$ cat config.mk
export PLATFORM = sky130hd
export DESIGN_NAME = tile_cmd_sequencer
export DESIGN_NICKNAME = d
export VERILOG_FILES = /design/src/rtl/cgra_pkg.sv /design/src/rtl/cmd_fifo.sv /design/src/rtl/tile_cmd_sequencer.sv
export SDC_FILE = /design/constraint.sdc
export NUM_CORES = 1
export LEC_CHECK = 0
export ABC_CLOCK_PERIOD_IN_PS = 3260
export CELL_PAD_IN_SITES_DETAIL_PLACEMENT = 1
export CELL_PAD_IN_SITES_GLOBAL_PLACEMENT = 1
export CORE_ASPECT_RATIO = 0.75
export CORE_MARGIN = 4
export CORE_UTILIZATION = 43
export CTS_CLUSTER_DIAMETER = 50
export DETAILED_ROUTE_END_ITERATION = 8
export PLACE_DENSITY_LB_ADDON = 0.1
export REMOVE_ABC_BUFFERS = 1
export SYNTH_ARGS = -nofsm -noshare
export SYNTH_HDL_FRONTEND = slang
export SYNTH_SLANG_ARGS = --single-unit
export TNS_END_PERCENT = 100
$ cat constraint.sdc
create_clock -name clk -period 3.26 [get_ports clk]
set_clock_uncertainty 0.05 [all_clocks]
set_input_delay 0.652 -clock clk [delete_from_list [all_inputs] [get_ports clk]]
set_output_delay 0.652 -clock clk [all_outputs]
set_load 0.1 [all_outputs]
$ cat src/rtl/cgra_pkg.sv
// rtl/cgra_pkg.sv - shared encodings and command layout for the tile array sequencer
package cgra_pkg;

    // Two-bit switch state carried in the top bits of every switch byte
    localparam logic [1:0] STATE_WEIGHT  = 2'b00;
    localparam logic [1:0] STATE_CFG     = 2'b01;
    localparam logic [1:0] STATE_OPERAND = 2'b10;
    localparam logic [1:0] STATE_END     = 2'b11;

    // END state with a zero payload leaves the tile configuration untouched
    localparam logic [7:0] IDLE_BYTE_DEFAULT = {STATE_END, 6'h00};

    // Command kinds; any kind with bit 1 set is reserved and rejected
    localparam logic [1:0] KIND_WRITE = 2'b00;
    localparam logic [1:0] KIND_READ  = 2'b01;

    // Command word field offsets
    localparam int CMD_WIDTH = 16;
    localparam int KIND_LSB  = 14;
    localparam int TILE_LSB  = 8;
    localparam int TILE_W    = 6;
    localparam int BYTE_LSB  = 0;

    typedef enum logic [2:0] {
        SEQ_IDLE,
        SEQ_ISSUE,
        SEQ_WAIT,
        SEQ_CAPTURE,
        SEQ_RESP
    } seq_state_t;

    typedef struct packed {
        logic [1:0] kind;
        logic [5:0] tile;
        logic [7:0] data;
    } cmd_t;

    function automatic cmd_t unpack_cmd(input logic [CMD_WIDTH-1:0] word);
        cmd_t c;
        c.kind = word[KIND_LSB +: 2];
        c.tile = word[TILE_LSB +: TILE_W];
        c.data = word[BYTE_LSB +: 8];
        return c;
    endfunction

endpackage

$ cat src/rtl/cmd_fifo.sv
// rtl/cmd_fifo.sv - synchronous command FIFO with registered ready and occupancy count
module cmd_fifo #(
    parameter int WIDTH = 16,
    parameter int DEPTH = 4,
    localparam int AW = $clog2(DEPTH)
) (
    input  logic             clk,
    input  logic             rst,
    input  logic             push_valid,
    output logic             push_ready,
    input  logic [WIDTH-1:0] push_data,
    input  logic             pop,
    output logic [WIDTH-1:0] head,
    output logic [AW:0]      count
);

    logic [WIDTH-1:0] mem [DEPTH];
    logic [AW-1:0]    wr_ptr;
    logic [AW-1:0]    rd_ptr;
    logic             do_push;
    logic             do_pop;
    logic [AW:0]      count_next;

    assign do_push = push_valid & push_ready;
    assign do_pop  = pop & (count != '0);
    assign head    = mem[rd_ptr];

    // Occupancy after this cycle's push/pop; ready is derived from it so it is a clean register
    always_comb begin
        count_next = count;
        if (do_push && !do_pop) begin
            count_next = count + (AW+1)'(1);
        end else if (!do_push && do_pop) begin
            count_next = count - (AW+1)'(1);
        end
    end

    // Pointers wrap naturally because DEPTH is a power of two
    always_ff @(posedge clk or posedge rst) begin
        if (rst) begin
            wr_ptr     <= '0;
            rd_ptr     <= '0;
            count      <= '0;
            push_ready <= 1'b1;
        end else begin
            if (do_push) begin
                wr_ptr <= wr_ptr + AW'(1);
            end
            if (do_pop) begin
                rd_ptr <= rd_ptr + AW'(1);
            end
            count      <= count_next;
            push_ready <= (count_next != (AW+1)'(DEPTH));
        end
    end

    // Storage needs no reset; occupancy alone decides what is valid
    always_ff @(posedge clk) begin
        if (do_push) begin
            mem[wr_ptr] <= push_data;
        end
    end

endmodule

$ cat src/rtl/tile_cmd_sequencer.sv
// rtl/tile_cmd_sequencer.sv - drives command bytes into compute tiles and captures read results
module tile_cmd_sequencer
    import cgra_pkg::*;
#(
    parameter int         NUM_TILES  = 4,
    parameter int         FIFO_DEPTH = 4,
    parameter int         RD_LATENCY = 2,
    parameter logic [7:0] IDLE_BYTE  = IDLE_BYTE_DEFAULT
) (
    input  logic                   clk,
    input  logic                   rst,
    input  logic                   cmd_valid,
    output logic                   cmd_ready,
    input  logic [15:0]            cmd_data,
    output logic                   rsp_valid,
    input  logic                   rsp_ready,
    output logic [7:0]             rsp_data,
    output logic [5:0]             rsp_tile,
    output logic [NUM_TILES*8-1:0] tile_sw_in,
    input  logic [NUM_TILES*8-1:0] tile_sw_out,
    output logic                   busy,
    output logic                   err
);

    localparam int CW = $clog2(FIFO_DEPTH) + 1;

    seq_state_t             state;
    logic [CMD_WIDTH-1:0]   fifo_head;
    logic [CW-1:0]          fifo_count;
    logic                   fifo_pop;
    cmd_t                   head_cmd;
    logic                   head_bad;
    logic [5:0]             cur_tile;
    logic [3:0]             lat_cnt;
    logic [NUM_TILES*8-1:0] issue_bus;
    logic [7:0]             sel_out;

    cmd_fifo #(
        .WIDTH (CMD_WIDTH),
        .DEPTH (FIFO_DEPTH)
    ) u_cmd_fifo (
        .clk        (clk),
        .rst        (rst),
        .push_valid (cmd_valid),
        .push_ready (cmd_ready),
        .push_data  (cmd_data),
        .pop        (fifo_pop),
        .head       (fifo_head),
        .count      (fifo_count)
    );

    assign fifo_pop = (state == SEQ_ISSUE);
    assign head_cmd = unpack_cmd(fifo_head);
    assign head_bad = head_cmd.kind[1] | ({1'b0, head_cmd.tile} >= 7'(NUM_TILES));
    assign busy     = (state != SEQ_IDLE) | (fifo_count != '0);

    // Fan-out: the head command's byte on its tile, idle byte everywhere else
    always_comb begin
        issue_bus = '0;
        for (int i = 0; i < NUM_TILES; i++) begin
            issue_bus[i*8 +: 8] = (head_cmd.tile == 6'(i)) ? head_cmd.data : IDLE_BYTE;
        end
    end

    // Fan-in: pick the switch output of the tile being read
    always_comb begin
        sel_out = '0;
        for (int i = 0; i < NUM_TILES; i++) begin
            if (cur_tile == 6'(i)) begin
                sel_out = tile_sw_out[i*8 +: 8];
            end
        end
    end

    // Sequencer FSM; every tile byte and response field is a register, so the
    // issued byte shows up one cycle after ISSUE and is replaced by idle the cycle after
    always_ff @(posedge clk or posedge rst) begin
        if (rst) begin
            state      <= SEQ_IDLE;
            tile_sw_in <= {NUM_TILES{IDLE_BYTE}};
            rsp_valid  <= 1'b0;
            rsp_data   <= '0;
            rsp_tile   <= '0;
            err        <= 1'b0;
            cur_tile   <= '0;
            lat_cnt    <= '0;
        end else begin
            tile_sw_in <= {NUM_TILES{IDLE_BYTE}};
            case (state)
                SEQ_IDLE: begin
                    if ((fifo_count != '0) && !rsp_valid) begin
                        state <= SEQ_ISSUE;
                    end
                end
                SEQ_ISSUE: begin
                    cur_tile <= head_cmd.tile;
                    if (head_bad) begin
                        err   <= 1'b1;
                        state <= SEQ_IDLE;
                    end else begin
                        tile_sw_in <= issue_bus;
                        if (head_cmd.kind == KIND_READ) begin
                            lat_cnt <= 4'(RD_LATENCY);
                            state   <= SEQ_WAIT;
                        end else begin
                            state <= SEQ_IDLE;
                        end
                    end
                end
                SEQ_WAIT: begin
                    if (lat_cnt <= 4'd1) begin
                        state <= SEQ_CAPTURE;
                    end else begin
                        lat_cnt <= lat_cnt - 4'd1;
                    end
                end
                SEQ_CAPTURE: begin
                    rsp_data  <= sel_out;
                    rsp_tile  <= cur_tile;
                    rsp_valid <= 1'b1;
                    state     <= SEQ_RESP;
                end
                SEQ_RESP: begin
                    if (rsp_ready) begin
                        rsp_valid <= 1'b0;
                        state     <= SEQ_IDLE;
                    end
                end
                default: begin
                    state <= SEQ_IDLE;
                end
            endcase
        end
    end

endmodule

* Word-level counts from Yosys, hierarchy flattened
Memory sizes are Yosys's and may differ from the RTL's. Index checks and enable logic that the tools add are counted.
Cells by class: div/mod/pow operators 0, bitwise gates (word level) 4, magnitude comparators 2, reduce and logical (&&, ||, !) cells 17, multiply operators 0, equal/unequal tests 18, muxes and demuxes 26, shifts and indexed selects 0, $add $sub $neg 5
Operators with widths (number):
- 2-to-1 mux 32 bit | 2
- 2-to-1 mux 8 bit | 8
- == test 6 x 2 -> 1 bit (second input constant) | 4
- 2-to-1 mux 3 bit | 5
- one-hot mux 3 bit (5 select lines) | 1
- == test 6 x 1 -> 1 bit (second input constant) | 2
- logical NOT 6 bit | 2
- 2-to-1 mux 4 bit | 3
- != test 2 bit (second input constant) | 6
- one-hot mux 4 bit (2 select lines) | 1
- == test 3 x 2 -> 1 bit (second input constant) | 2
- greater-or-equal comparator 6 x 3 -> 1 bit (second input constant) | 1
- nonzero test 3 bit | 2
- adder 2 x 1 -> 2 bit (second input constant) | 2
- <= comparator 4 x 1 -> 1 bit (second input constant) | 1
- 2-to-1 mux 2 bit | 2
- AND reduction 2 bit | 2
- AND reduction 4 bit | 1
- nonzero test 2 bit | 2
- subtractor 4 x 1 -> 4 bit (second input constant) | 1
- adder 3 x 1 -> 3 bit (second input constant) | 1
- == test 3 x 1 -> 1 bit (second input constant) | 1
- == test 3 bit (second input constant) | 1
- logical AND 1 bit | 3
- 10 further kinds | 16
Storage, ports and cells: register bits 69, RAM bits 64, memories kept 1, bits in latches 0, ROM bits 0
Memory list:
- u_cmd_fifo.mem | depth 4, bits a word 16, read ports 1, clocked after memory_dff 0, wr ports 1, line cmd_fifo.sv:17 | logic [WIDTH-1:0] mem [DEPTH];

* Depth between registers and ports, before layout
Gate-level depths: netlist of the first run.
depth after elaboration 6, gate-level depth with buffers 8

* Cells and area by module
From an unflattened synthesis of the first run, not the netlist that was laid out.
Second synthesis, totals: cell total of the unflattened synthesis 328, area, all modules 5331.4 sq um
Modules (own cells, without submodules):
- cmd_fifo | cells an instance 135, instances 1, area each 2824.0 sq um
- tile_cmd_sequencer | cells an instance 193, instances 1, area each 2507.4 sq um

* Least setup slack after synthesis of the first run
OpenSTA, ideal clock, no wires.
path kind register to output, from register u_cmd_fifo.count[0], to output busy, path buffers 1, slack 0.911 ns, data arrival time 1.647 ns, data required time 2.558 ns, stages on the path, launching flop included 7, path through dfrtp_1 -> inv_1 -> ha_1 -> nand2b_1 -> clkbuf_1 -> nor2_1 -> nand2_1
On the way: cells in the longest elaborated chain, start to end 2
Ends and longest elaborated chain:
- start, declared | line cmd_fifo.sv:14 | output logic [AW:0] count
- start signal, assigned | line cmd_fifo.sv:52 | count <= count_next;
- nonzero test 3 bit | line tile_cmd_sequencer.sv:55 | assign busy = (state != SEQ_IDLE) | (fifo_count != '0);
- bitwise OR 1 bit | line tile_cmd_sequencer.sv:55
- end, declared | line tile_cmd_sequencer.sv:21 | output logic busy,
No other way between the ends.

* Worst setup path in the final report of the first run
from register u_cmd_fifo.rd_ptr[0], to register tile_sw_in[13]
On the way: cells in the longest elaborated chain, start to end 5, elaborated cells between the ends (all ways) 7, classes of those cells order compare (1); eq/ne (1); mux (3); bitwise (1); memory (1)
Ends and longest elaborated chain:
- start, declared | line cmd_fifo.sv:19 | logic [AW-1:0] rd_ptr;
- start signal, assigned | line cmd_fifo.sv:50 | rd_ptr <= rd_ptr + AW'(1);
- memory (4 x 16 bit) *
- greater-or-equal comparator 6 x 3 -> 1 bit / == test 6 x 1 -> 1 bit (equally long branches) | line tile_cmd_sequencer.sv:54, tile_cmd_sequencer.sv:61
- bitwise OR 1 bit / 2-to-1 mux 8 bit (equally long branches) | line tile_cmd_sequencer.sv:54, tile_cmd_sequencer.sv:61
- 2-to-1 mux 32 bit * | line tile_cmd_sequencer.sv:97 | if (head_bad) begin
- 2-to-1 mux 32 bit * | line tile_cmd_sequencer.sv:89 | case (state)
- end signal, assigned | line tile_cmd_sequencer.sv:80 | tile_sw_in <= {NUM_TILES{IDLE_BYTE}};
- end signal, assigned | line tile_cmd_sequencer.sv:88 | tile_sw_in <= {NUM_TILES{IDLE_BYTE}};
- end signal, assigned | line tile_cmd_sequencer.sv:101 | tile_sw_in <= issue_bus;
- end, declared | line tile_cmd_sequencer.sv:19 | output logic [NUM_TILES*8-1:0] tile_sw_in,
Mark *: on every way between the ends. The rest lies on a longest branch, timed or not. A chain may end at the register's enable or synchronous reset.

==> flow_summary_export.csv, run 1 <==
group,metric,value,unit
status,status,"finished, final reports clean",
route,vias_per_cell,5.05,
worst_setup_path,critPathKind,"flip-flop to flip-flop",
sta,min_period,2.86,ns
synthesis,synthSimpleGateAreaFrac,11.9,%
floorplanning,io_pins,102,
power,p_sw_share,39.0,%
worst_hold_path,whs_path_depth,1,
power,clock_power_share,27.7,%
sta,max_freq,0.350,GHz
synthesis,synth_warnings,0,
global_route,grt_usage,18.5,%
worst_setup_path,r2r_end,"tile_sw_in[13]$_DFF_PP0_",
global_route,antenna_found_initial,0,
worst_setup_path,worst-endpoint-arrival,3.15,ns
synthesis,synth.mux.area_fraction,12.1,%
floorplanning,die_h,105,um
route,vias,3266,
synthesis,netlist.top_cell.by_area,"edfxtp_1",
placed_design,place.port_buffers,101,
sta,setup_tns,0,ns
floorplanning,coreArea,0.0123,sq mm
cts,cts_tree,"yes",
worst_setup_path,path_max_fanout,12,
placed_design,placed_cell_area,0.00649,sq mm
finish,finalInstanceArea,0.00706,sq mm
route,drc,0,
power,seqPwrFrac,37.0,%
route,ant_nets,0,
sta,rsz0062_at_grt,"no",
worst_setup_path,cp-start-kind,"flip-flop",
route,routedWlPerCell,19.1,um
worst_hold_path,hold_path_end,"err$_DFFE_PP0P_",
cts,clk_latency,0.41,ns
worst_setup_path,cp_top_family,"simple AND/OR/NAND/NOR gates",
finish,antenna_cells,0,
synthesis,synth-seq-cells,133,
power,intPower,4.01,mW
power,power_switching,2.56,mW
global_route,grt_pass1_wl,19800,um
worst_setup_path,cp-end-kind,"flip-flop",
worst_hold_path,worstHoldStart,"err$_DFFE_PP0P_",
synthesis,synthXorXnorAreaFrac,0.651,%
worst_setup_path,critical_path_required,3.55,ns
worst_setup_path,max_stage_delay,0.65,ns
worst_setup_path,crit_slowest_cell,"dfrtp_1",
sta,worst_slack,0.400,ns
sta,slew_headroom,53.2,%
synthesis,synth_top_area_share,35.7,%
worst_setup_path,crit_buf_inv,0,
power,p_per_area,932,mW/mm^2
cts,cts_max_level,4,
worst_setup_path,crit_chain,"mux4_1 > or4_4 > nor3_4 > and3b_1 > and2_1",
synthesis,synthAdderAreaFrac,2.09,%
worst_setup_path,timing.rr.start,"u_cmd_fifo.rd_ptr[0]$_DFFE_PP0P_",
floorplanning,start_util,43.9,%
route,drt_iter0_drc,177,
cts,cts_hold_buf,0,
placed_design,dp_slack,0.402,ns
cts,cts_resized,0,
cts,cts.sinks,133,
finish,drive_gt1_share,28.1,%
finish,fin_nets,529,
power,p_leak,2.97,nW
route,drt-pass1-iter-count,4,
synthesis,yosysUniqueCellTypes,40,
synthesis,synth-compound-area-share,3.02,%
worst_hold_path,min_path_type,"flip-flop to flip-flop",
power,combPwrFrac,35.4,%
cts,ctsRootBufferMaster,"clkbuf_16",
sta,finalHoldViolations,0,
route,drt-total-wl,12300,um
global_route,grt_pass1_vias,3597,
synthesis,ys_seq_area_share,68.0,%
worst_setup_path,r2r.worst_path.cells,5,
cts,cts_buffers,17,
synthesis,synth_area_leaders,"edfxtp_1 36%, dfrtp_1 28%, mux4_2 9.2%, dfstp_2 4.4%, and2_1 2.8%",
placed_design,gp_congestion,0.763,
synthesis,syn_inst,353,
global_route,grt_max_degree,38,
floorplanning,die-width,137,um
cts,clockBufferDepth,2,
sta,setup_viol,0,
placed_design,dp_hpwl,8860,um
floorplanning,rows,35,
finish,area_delta_synth_final,31.2,%
cts,post-cts-setup-buffers,0,
worst_setup_path,reg2reg_slack,0.40,ns
sta,drv_slew,0,
synthesis,synth_top_family_by_area,"multiplexers",
synthesis,avgSynthCellArea,15.2,sq um
power,peakVddDrop,0.000540,V
floorplanning,dieArea,0.0144,sq mm
synthesis,netlist_area,0.00538,sq mm
sta,holdWs,0.424,ns
sta,finalCritPeriodShare,87.7,%
global_route,grt-ovfl-total,0,
job,drv_cap,0,
cts,path_clk_slew,0.06,ns
sta,worst_pin_slew,0.701,ns
cell usage after synthesis:
master	number
edfxtp_1	64
dfrtp_1	60
nand2_1	38
and2_1	24
mux4_2	22
inv_1	17
o21ai_0	15
nand2b_1	12
clkbuf_1	10
dfstp_2	9
ha_1	9
nor2_1	9
mux2_2	8
and3_1	7
nand3_1	6
mux2i_1	4
xnor2_1	4
a21oi_1	3
and3b_1	3
nand3b_1	3
nor3_1	3
a21o_1	2
buf_1	2
nor4_1	2
or3b_2	2
a22o_1	1
a22oi_1	1
a31o_2	1
buf_6	1
mux4_1	1
nand4b_1	1
nor3_4	1
nor3b_1	1
nor3b_4	1
o211ai_1	1
o21a_1	1
o22a_1	1
o32ai_1	1
or3_1	1
or4_4	1
per-layer routing:
layer | vias up | wire [um] | GRT usage, %
met1 | 1639 | 5710 | 25.7
li1 | 1512 | - | -
met3 | 13 | 904 | 5.77
met2 | 102 | 5620 | 27.7
met4 | 0 | 114 | 6.05
met5 | - | 0 | 0
cell type report:
type,instances,area (sq um)
multi-input cells,190,1600
clock buffers,17,425
repair buffers,109,958
flip-flops and latches,133,3660
clock inverters,15,143
fillers,1183,5200
inverters,17,63.8
well taps,166,208
metrics by stage:
step                total power, mW  utilization [%]  cells
floorplan                      4.09                -    340
global placement               4.73             52.9    615
detailed placement             4.80             52.9    615
CTS                            6.66             57.6    647
global route                   6.96             57.6    647
finish                         6.58             57.6    647
worst max path at each step:
stage / startpoint / endpoint / slack [ns] / cells past startpoint
floorplan: u_cmd_fifo.rd_ptr[0]$_DFFE_PP0P_ / tile_sw_in[0]$_DFF_PP0_ / 0.42 / 5
global placement: u_cmd_fifo.rd_ptr[0]$_DFFE_PP0P_ / tile_sw_in[0]$_DFF_PP0_ / 0.53 / 5
detailed placement: u_cmd_fifo.rd_ptr[0]$_DFFE_PP0P_ / tile_sw_in[13]$_DFF_PP0_ / 0.40 / 5
CTS: u_cmd_fifo.rd_ptr[0]$_DFFE_PP0P_ / tile_sw_in[13]$_DFF_PP0_ / 0.34 / 5
global route: u_cmd_fifo.rd_ptr[0]$_DFFE_PP0P_ / tile_sw_in[4]$_DFF_PP0_ / 0.23 / 5
finish: u_cmd_fifo.rd_ptr[0]$_DFFE_PP0P_ / tile_sw_in[13]$_DFF_PP0_ / 0.40 / 5
power by group through the flow:
stage,Clock (mW),Sequential (mW),Combinational [mW]
2_1_floorplan,0,3.07,1.02
3_3_place_gp,0,2.45,2.28
3_5_place_dp,0,2.47,2.33
4_1_cts,1.86,2.45,2.36
5_1_grt,1.95,2.49,2.52
6_report,1.82,2.43,2.33
logic make-up (layout without fill, tap and decap cells):
family	Yosys count	after routing
fa+ha+maj	9	9
xor+xnor	4	4
simple gates	115	115
mux	35	35
flops	133	133
buf+inv	30	158
compound gates	27	27
cells in the final DEF, fill, tap and decap left out, drive strengths merged, types with 4 or more instances in the layout:
cell type and count:
nand2 38, inv 24, clkdlybuf4s50 51, dfrtp 60, edfxtp 64, xnor2 4, ha 9, clkbuf 17
dfstp 9, o21ai 15, nor3 4, and2 24, mux2i 4, mux2 8, and3 7, nor2 9
nand2b 12, mux4 23, nand3 6, clkinv 4, buf 58
registers in the layout, summed over array words and instances, names as in the netlist:
name / count
rsp_tile: 6
u_cmd_fifo.count: 3
u_cmd_fifo.mem: 64
state: 3
u_cmd_fifo.rd_ptr: 2
lat_cnt: 4
u_cmd_fifo.push_ready: 1
err: 1
tile_sw_in: 32
u_cmd_fifo.wr_ptr: 2
rsp_data: 8
cur_tile: 6
rsp_valid: 1
Note: power is estimated with default switching activity, not from simulation.
==> inputs of run 2 (changes only) <==
--- a/config.mk
+++ b/config.mk
@@ -5,7 +5,7 @@
 export SDC_FILE = /design/constraint.sdc
 export NUM_CORES = 1
 export LEC_CHECK = 0
-export ABC_CLOCK_PERIOD_IN_PS = 3260
+export ABC_CLOCK_PERIOD_IN_PS = 2800
 export CELL_PAD_IN_SITES_DETAIL_PLACEMENT = 1
 export CELL_PAD_IN_SITES_GLOBAL_PLACEMENT = 1
 export CORE_ASPECT_RATIO = 0.75
==> constraint.sdc (replaced) <==
create_clock -name clk -period 2.8 [get_ports clk]
set_clock_uncertainty 0.05 [all_clocks]
set_input_delay 0.56 -clock clk [delete_from_list [all_inputs] [get_ports clk]]
set_output_delay 0.56 -clock clk [all_outputs]
set_load 0.1 [all_outputs]
==> flow_summary_export.csv, run 2 (synthesis gave the netlist of run 1 again) <==
group,metric,value,unit
worst_setup_path,max_stage_delay,0.54,ns
global_route,grt_pass1_vias,3546,
route,ant_nets,0,
worst_setup_path,path_max_fanout,8,
cts,cts_hold_buf,0,
floorplanning,start_util,43.9,%
finish,antenna_cells,0,
placed_design,dp_hpwl,8700,um
power,seqPwrFrac,35.6,%
floorplanning,die_h,105,um
worst_setup_path,crit_slowest_cell,"mux4_2",
route,routedWlPerCell,19.0,um
placed_design,dp_slack,0.153,ns
finish,largestRegisters,"u_cmd_fifo.mem: 64 flops, tile_sw_in: 32 flops, rsp_data: 8 flops",
cts,cts_resized,0,
power,peakVddDrop,0.000525,V
worst_setup_path,crit_chain,"buf_4 > mux4_2 > or4_4 > nor3_4 > nor3b_4 > and2_1",
sta,rsz0062_at_grt,"no",
finish,final_cell_mix,"64 x edfxtp_1, 60 x buf_4, 59 x dfrtp_1, 51 x clkdlybuf4s50_1, 38 x nand2_1",
cts,path_clk_slew,0.06,ns
finish,area_delta_synth_final,32.8,%
worst_setup_path,r2r.worst_path.cells,6,
worst_setup_path,r2r_end,"tile_sw_in[1]$_DFF_PP0_",
route,drt_iter0_drc,188,
sta,min_period,2.57,ns
route,vias_per_cell,5.07,
cts,cts.sinks,133,
sta,worst_pin_slew,0.582,ns
power,clock_power_share,28.8,%
cts,post-cts-setup-buffers,0,
floorplanning,io_pins,102,
power,p_leak,3.03,nW
sta,slew_headroom,61.2,%
worst_setup_path,worst-endpoint-arrival,2.87,ns
global_route,grt_pass1_wl,19600,um
global_route,antenna_found_initial,0,
worst_setup_path,cp-end-kind,"flip-flop",
sta,setup_viol,0,
finish,largest_register_ffs,64,
global_route,grt_max_degree,38,
sta,finalCritPeriodShare,91.7,%
route,drc,0,
power,combPwrFrac,35.6,%
placed_design,gp_congestion,0.767,
cts,ctsRootBufferMaster,"clkbuf_16",
power,p_per_area,1100,mW/mm^2
floorplanning,coreArea,0.0123,sq mm
cts,cts_max_level,4,
worst_setup_path,reg2reg_slack,0.23,ns
power,p_sw_share,38.0,%
job,drv_cap,0,
worst_hold_path,min_path_type,"input pin to async pin",
placed_design,placed_cell_area,0.00653,sq mm
finish,drive_gt1_share,29.3,%
route,drt-pass1-iter-count,4,
finish,final_common_cell,"edfxtp_1",
global_route,grt-ovfl-total,0,
worst_setup_path,critPathKind,"flip-flop to flip-flop",
placed_design,place.port_buffers,101,
worst_setup_path,critical_path_required,3.10,ns
status,status,"finished, final reports clean",
cts,cts_buffers,17,
worst_setup_path,cp-start-kind,"flip-flop",
route,drt-total-wl,12300,um
finish,fillers,1150,
worst_setup_path,timing.rr.start,"u_cmd_fifo.rd_ptr[0]$_DFFE_PP0P_",
cts,cts_tree,"yes",
global_route,grt_usage,18.4,%
power,intPower,4.88,mW
finish,fin_nets,533,
route,vias,3301,
power,power_switching,2.98,mW
cts,clockBufferDepth,2,
sta,worst_slack,0.233,ns
finish,finalInstanceArea,0.00714,sq mm
floorplanning,dieArea,0.0144,sq mm
floorplanning,die-width,137,um
floorplanning,rows,35,
finish,largest_register,"u_cmd_fifo.mem",
sta,finalHoldViolations,0,
sta,drv_slew,0,
sta,max_freq,0.390,GHz
sta,setup_tns,0,ns
cts,clk_latency,0.42,ns
run 2: changes by cell type in the layout (fill, tap and decap cells not counted), sizes merged:
| cell | change |
|---|---|
| buf | +4 |
| clkinvlp | -2 |
| clkinv | -2 |
| bufinv | +1 |
| clkbuf | +3 |
run 2: worst max-delay path by stage:
stage                                           startpoint                       end  slack [ns]  depth (start not counted)
final                     u_cmd_fifo.rd_ptr[0]$_DFFE_PP0P_   tile_sw_in[1]$_DFF_PP0_        0.23                          6
after global routing      u_cmd_fifo.rd_ptr[0]$_DFFE_PP0P_   tile_sw_in[4]$_DFF_PP0_        0.07                          6
after CTS                 u_cmd_fifo.rd_ptr[0]$_DFFE_PP0P_  tile_sw_in[11]$_DFF_PP0_        0.10                          6
after detailed placement  u_cmd_fifo.rd_ptr[0]$_DFFE_PP0P_  tile_sw_in[27]$_DFF_PP0_        0.15                          6
after global placement    u_cmd_fifo.rd_ptr[0]$_DFFE_PP0P_  tile_sw_in[29]$_DFF_PP0_        0.21                          6
after floorplan           u_cmd_fifo.rd_ptr[0]$_DFFE_PP0P_   tile_sw_in[0]$_DFF_PP0_       -0.04                          5
run 2: power groups by stage:
stage,combinational (mW),sequential [mW],clock [mW]
global route,3.01,2.86,2.43
finish,2.79,2.80,2.27
floorplan,1.19,3.57,0
global placement,2.75,2.81,0
CTS,2.83,2.81,2.32
detailed placement,2.80,2.84,0
run 2: critical path: cells and delay by family, from the launching register on:
kind          cells  cell delay (ns)
flops             1             0.42
buf+inv           1             0.22
simple gates      4             1.28
mux               1             0.54
run 2: final cells by class:
type	instances	area, sq um	area share (%)
Sequential cell	133	3660	51.2
Multi-Input combinational cell	190	1600	22.4
Timing Repair Buffer	113	1000	14.0
Clock buffer	20	468	6.55
Tap cell	166	208	2.91
Clock inverter	12	140	1.96
Inverter	17	63.8	0.893
run 2: routing by layer:
metal  vias up  GRT usage (%)  wire [um]  share of wire [%]
li1       1519              -          -                  -
met1      1674           25.5       5790                 47
met2        96           27.3       5490                 44
met3        12           6.21        915                7.4
met4         0           6.41        150                1.2
met5         -              0          0                  0
run 2: stage by stage:
step	hold slack [ns]	util, %	cells	total power, mW
after detailed placement	0.421	53.3	619	5.64
final	0.354	58.3	651	7.86
after global routing	0.357	58.3	651	8.30
after floorplan	0.413	-	340	4.76
after CTS	0.341	58.2	651	7.95
after global placement	0.405	53.3	619	5.56
==> inputs of run 3 (changes only) <==
--- a/config.mk
+++ b/config.mk
@@ -13,8 +13,8 @@
 export CORE_UTILIZATION = 43
 export CTS_CLUSTER_DIAMETER = 50
 export DETAILED_ROUTE_END_ITERATION = 8
+export GPL_TIMING_DRIVEN = 0
 export PLACE_DENSITY_LB_ADDON = 0.1
-export REMOVE_ABC_BUFFERS = 1
 export SYNTH_ARGS = -nofsm -noshare
 export SYNTH_HDL_FRONTEND = slang
 export SYNTH_SLANG_ARGS = --single-unit
==> flow_summary_export.csv, run 3 (synthesis gave the netlist of run 1 again) <==
group,metric,value,unit
placed_design,gp_congestion,0.746,
finish,final_cell_mix,"99 x clkdlybuf4s50_1, 64 x edfxtp_1, 59 x dfrtp_1, 38 x nand2_1, 24 x and2_1",
route,vias_per_cell,5.01,
sta,max_freq,0.369,GHz
sta,finalHoldViolations,0,
cts,cts_tree,"yes",
route,drt-pass1-iter-count,4,
global_route,grt_usage,18.2,%
sta,min_period,2.71,ns
worst_hold_path,min_path_type,"flip-flop to flip-flop",
finish,stdcell_count,650,
finish,largest_register,"u_cmd_fifo.mem",
global_route,grt_pass1_wl,19400,um
placed_design,placed_cell_area,0.00660,sq mm
worst_hold_path,whs_path_depth,1,
route,drt_iter0_drc,168,
worst_setup_path,crit_chain,"clkdlybuf4s50_1",
cts,cts_max_level,4,
power,peakVddDrop,0.000514,V
placed_design,dp_hpwl,8650,um
worst_setup_path,cp-end-kind,"output pin",
global_route,grt_pass1_vias,3529,
global_route,grt-ovfl-total,0,
finish,fin_nets,532,
sta,holdWs,0.412,ns
sta,setup_viol,0,
finish,final_common_cell,"clkdlybuf4s50_1",
sta,finalCritPeriodShare,96.8,%
worst_setup_path,critPathKind,"flip-flop to output pin",
floorplanning,io_pins,102,
finish,largest_register_ffs,64,
global_route,grt_max_degree,70,
synthesis,syn_nets,414,
worst_setup_path,crit_buf_inv,1,
finish,antenna_cells,0,
worst_setup_path,r2r.worst_path.cells,6,
finish,area_delta_synth_final,33.3,%
cts,clk_latency,0.41,ns
sta,worst_slack,0.0907,ns
route,vias,3254,
route,drc,0,
cts,cts.sinks,133,
sta,worst_pin_slew,1.03,ns
power,p_per_area,1080,mW/mm^2
cts,path_clk_slew,0.05,ns
worst_setup_path,path_max_fanout,1,
worst_setup_path,reg2reg_slack,0.20,ns
status,status,"finished, final reports clean",
cts,cts_hold_buf,0,
finish,largestRegisters,"u_cmd_fifo.mem: 64 flops, tile_sw_in: 32 flops, rsp_data: 8 flops",
floorplanning,coreArea,0.0123,sq mm
sta,slew_headroom,31.2,%
placed_design,place_inst,620,
global_route,antenna_found_initial,0,
route,routedWlPerCell,18.8,um
placed_design,dp_slack,-0.259,ns
floorplanning,rows,35,
worst_setup_path,critical_path_required,2.19,ns
job,drv_cap,0,
floorplanning,die_h,105,um
worst_setup_path,cp-start-kind,"flip-flop",
worst_setup_path,worst-endpoint-arrival,2.10,ns
floorplanning,dieArea,0.0144,sq mm
worst_setup_path,crit_slowest_cell,"clkdlybuf4s50_1",
worst_setup_path,cp.depth,1,
worst_setup_path,cp_top_family,"buffers and inverters",
cts,cts_buffers,17,
worst_setup_path,max_stage_delay,1.16,ns
cts,ctsRootBufferMaster,"clkbuf_16",
route,ant_nets,0,
cts,clockBufferDepth,2,
finish,drive_gt1_share,15.9,%
finish,finalInstanceArea,0.00717,sq mm
power,p_leak,2.89,nW
sta,drv_slew,0,
floorplanning,start_util,43.9,%
sta,rsz0062_at_grt,"no",
cts,post-cts-setup-buffers,0,
route,drt-total-wl,12300,um
floorplanning,die-width,137,um
placed_design,place.port_buffers,101,
## run 3: cell count changes in the layout (fill, tap and decap cells not counted), sizes merged
cell / change
buf: -58
bufinv: -1
clkbuf: +13
clkdlybuf4s50: +48
clkinv: +2
clkinvlp: +1
dlymetal6s2s: +1
inv: -7
## run 3: worst paths after layout
| kind | from | to |
|---|---|---|
| max reg2reg | u_cmd_fifo.rd_ptr[0]$_DFFE_PP0P_ | tile_sw_in[18]$_DFF_PP0_ |
| min in group asynchronous | rst | tile_sw_in[20]$_DFF_PP0_ |
| min | err$_DFFE_PP0P_ | err$_DFFE_PP0P_ |
| max | tile_sw_in[6]$_DFF_PP1_ | tile_sw_in[6] |
| min reg2reg | err$_DFFE_PP0P_ | err$_DFFE_PP0P_ |
| max in group asynchronous | rst | u_cmd_fifo.rd_ptr[0]$_DFFE_PP0P_ |
## run 3: layer usage
layer	global-route usage (%)	up-vias	part of all wire (%)
li1	-	1511	-
met1	24.3	1634	45
met2	28.4	98	46
met3	6.02	11	7.1
met4	5.34	0	1.1
met5	0	-	0
## run 3: repair_timing
action / CTS / global route
resized for setup: 6 / 2
setup endpoints to repair: 20 / 26
pin swaps: 0 / 1
## run 3: final cells by class
type / instances / area (sq um)
clock buffers: 25 / 507
multi-input cells: 190 / 1600
flip-flops and latches: 133 / 3660
inverters: 17 / 66.3
fillers: 1163 / 5090
clock inverters: 7 / 68.8
plain buffers: 11 / 48.8
well taps: 166 / 208
repair buffers: 101 / 1010
## run 3: power breakdown
| group | internal, mW | switching (mW) | leakage [nW] |
|---|---|---|---|
| Clock | 1.34 | 0.791 | 0.278 |
| Sequential | 2.49 | 0.237 | 1.45 |
| Combinational | 0.974 | 1.87 | 1.17 |
| Total | 4.81 | 2.90 | 2.89 |
## run 3: per-stage QoR
step	setup TNS (ns)	total power, mW	utilization, %
after CTS	0	7.80	58.5
after floorplan	0	4.82	-
after global routing	0	8.14	58.5
after global placement	-47.04	5.53	53.8
after detailed placement	-0.264	5.64	53.8
final	0	7.71	58.5
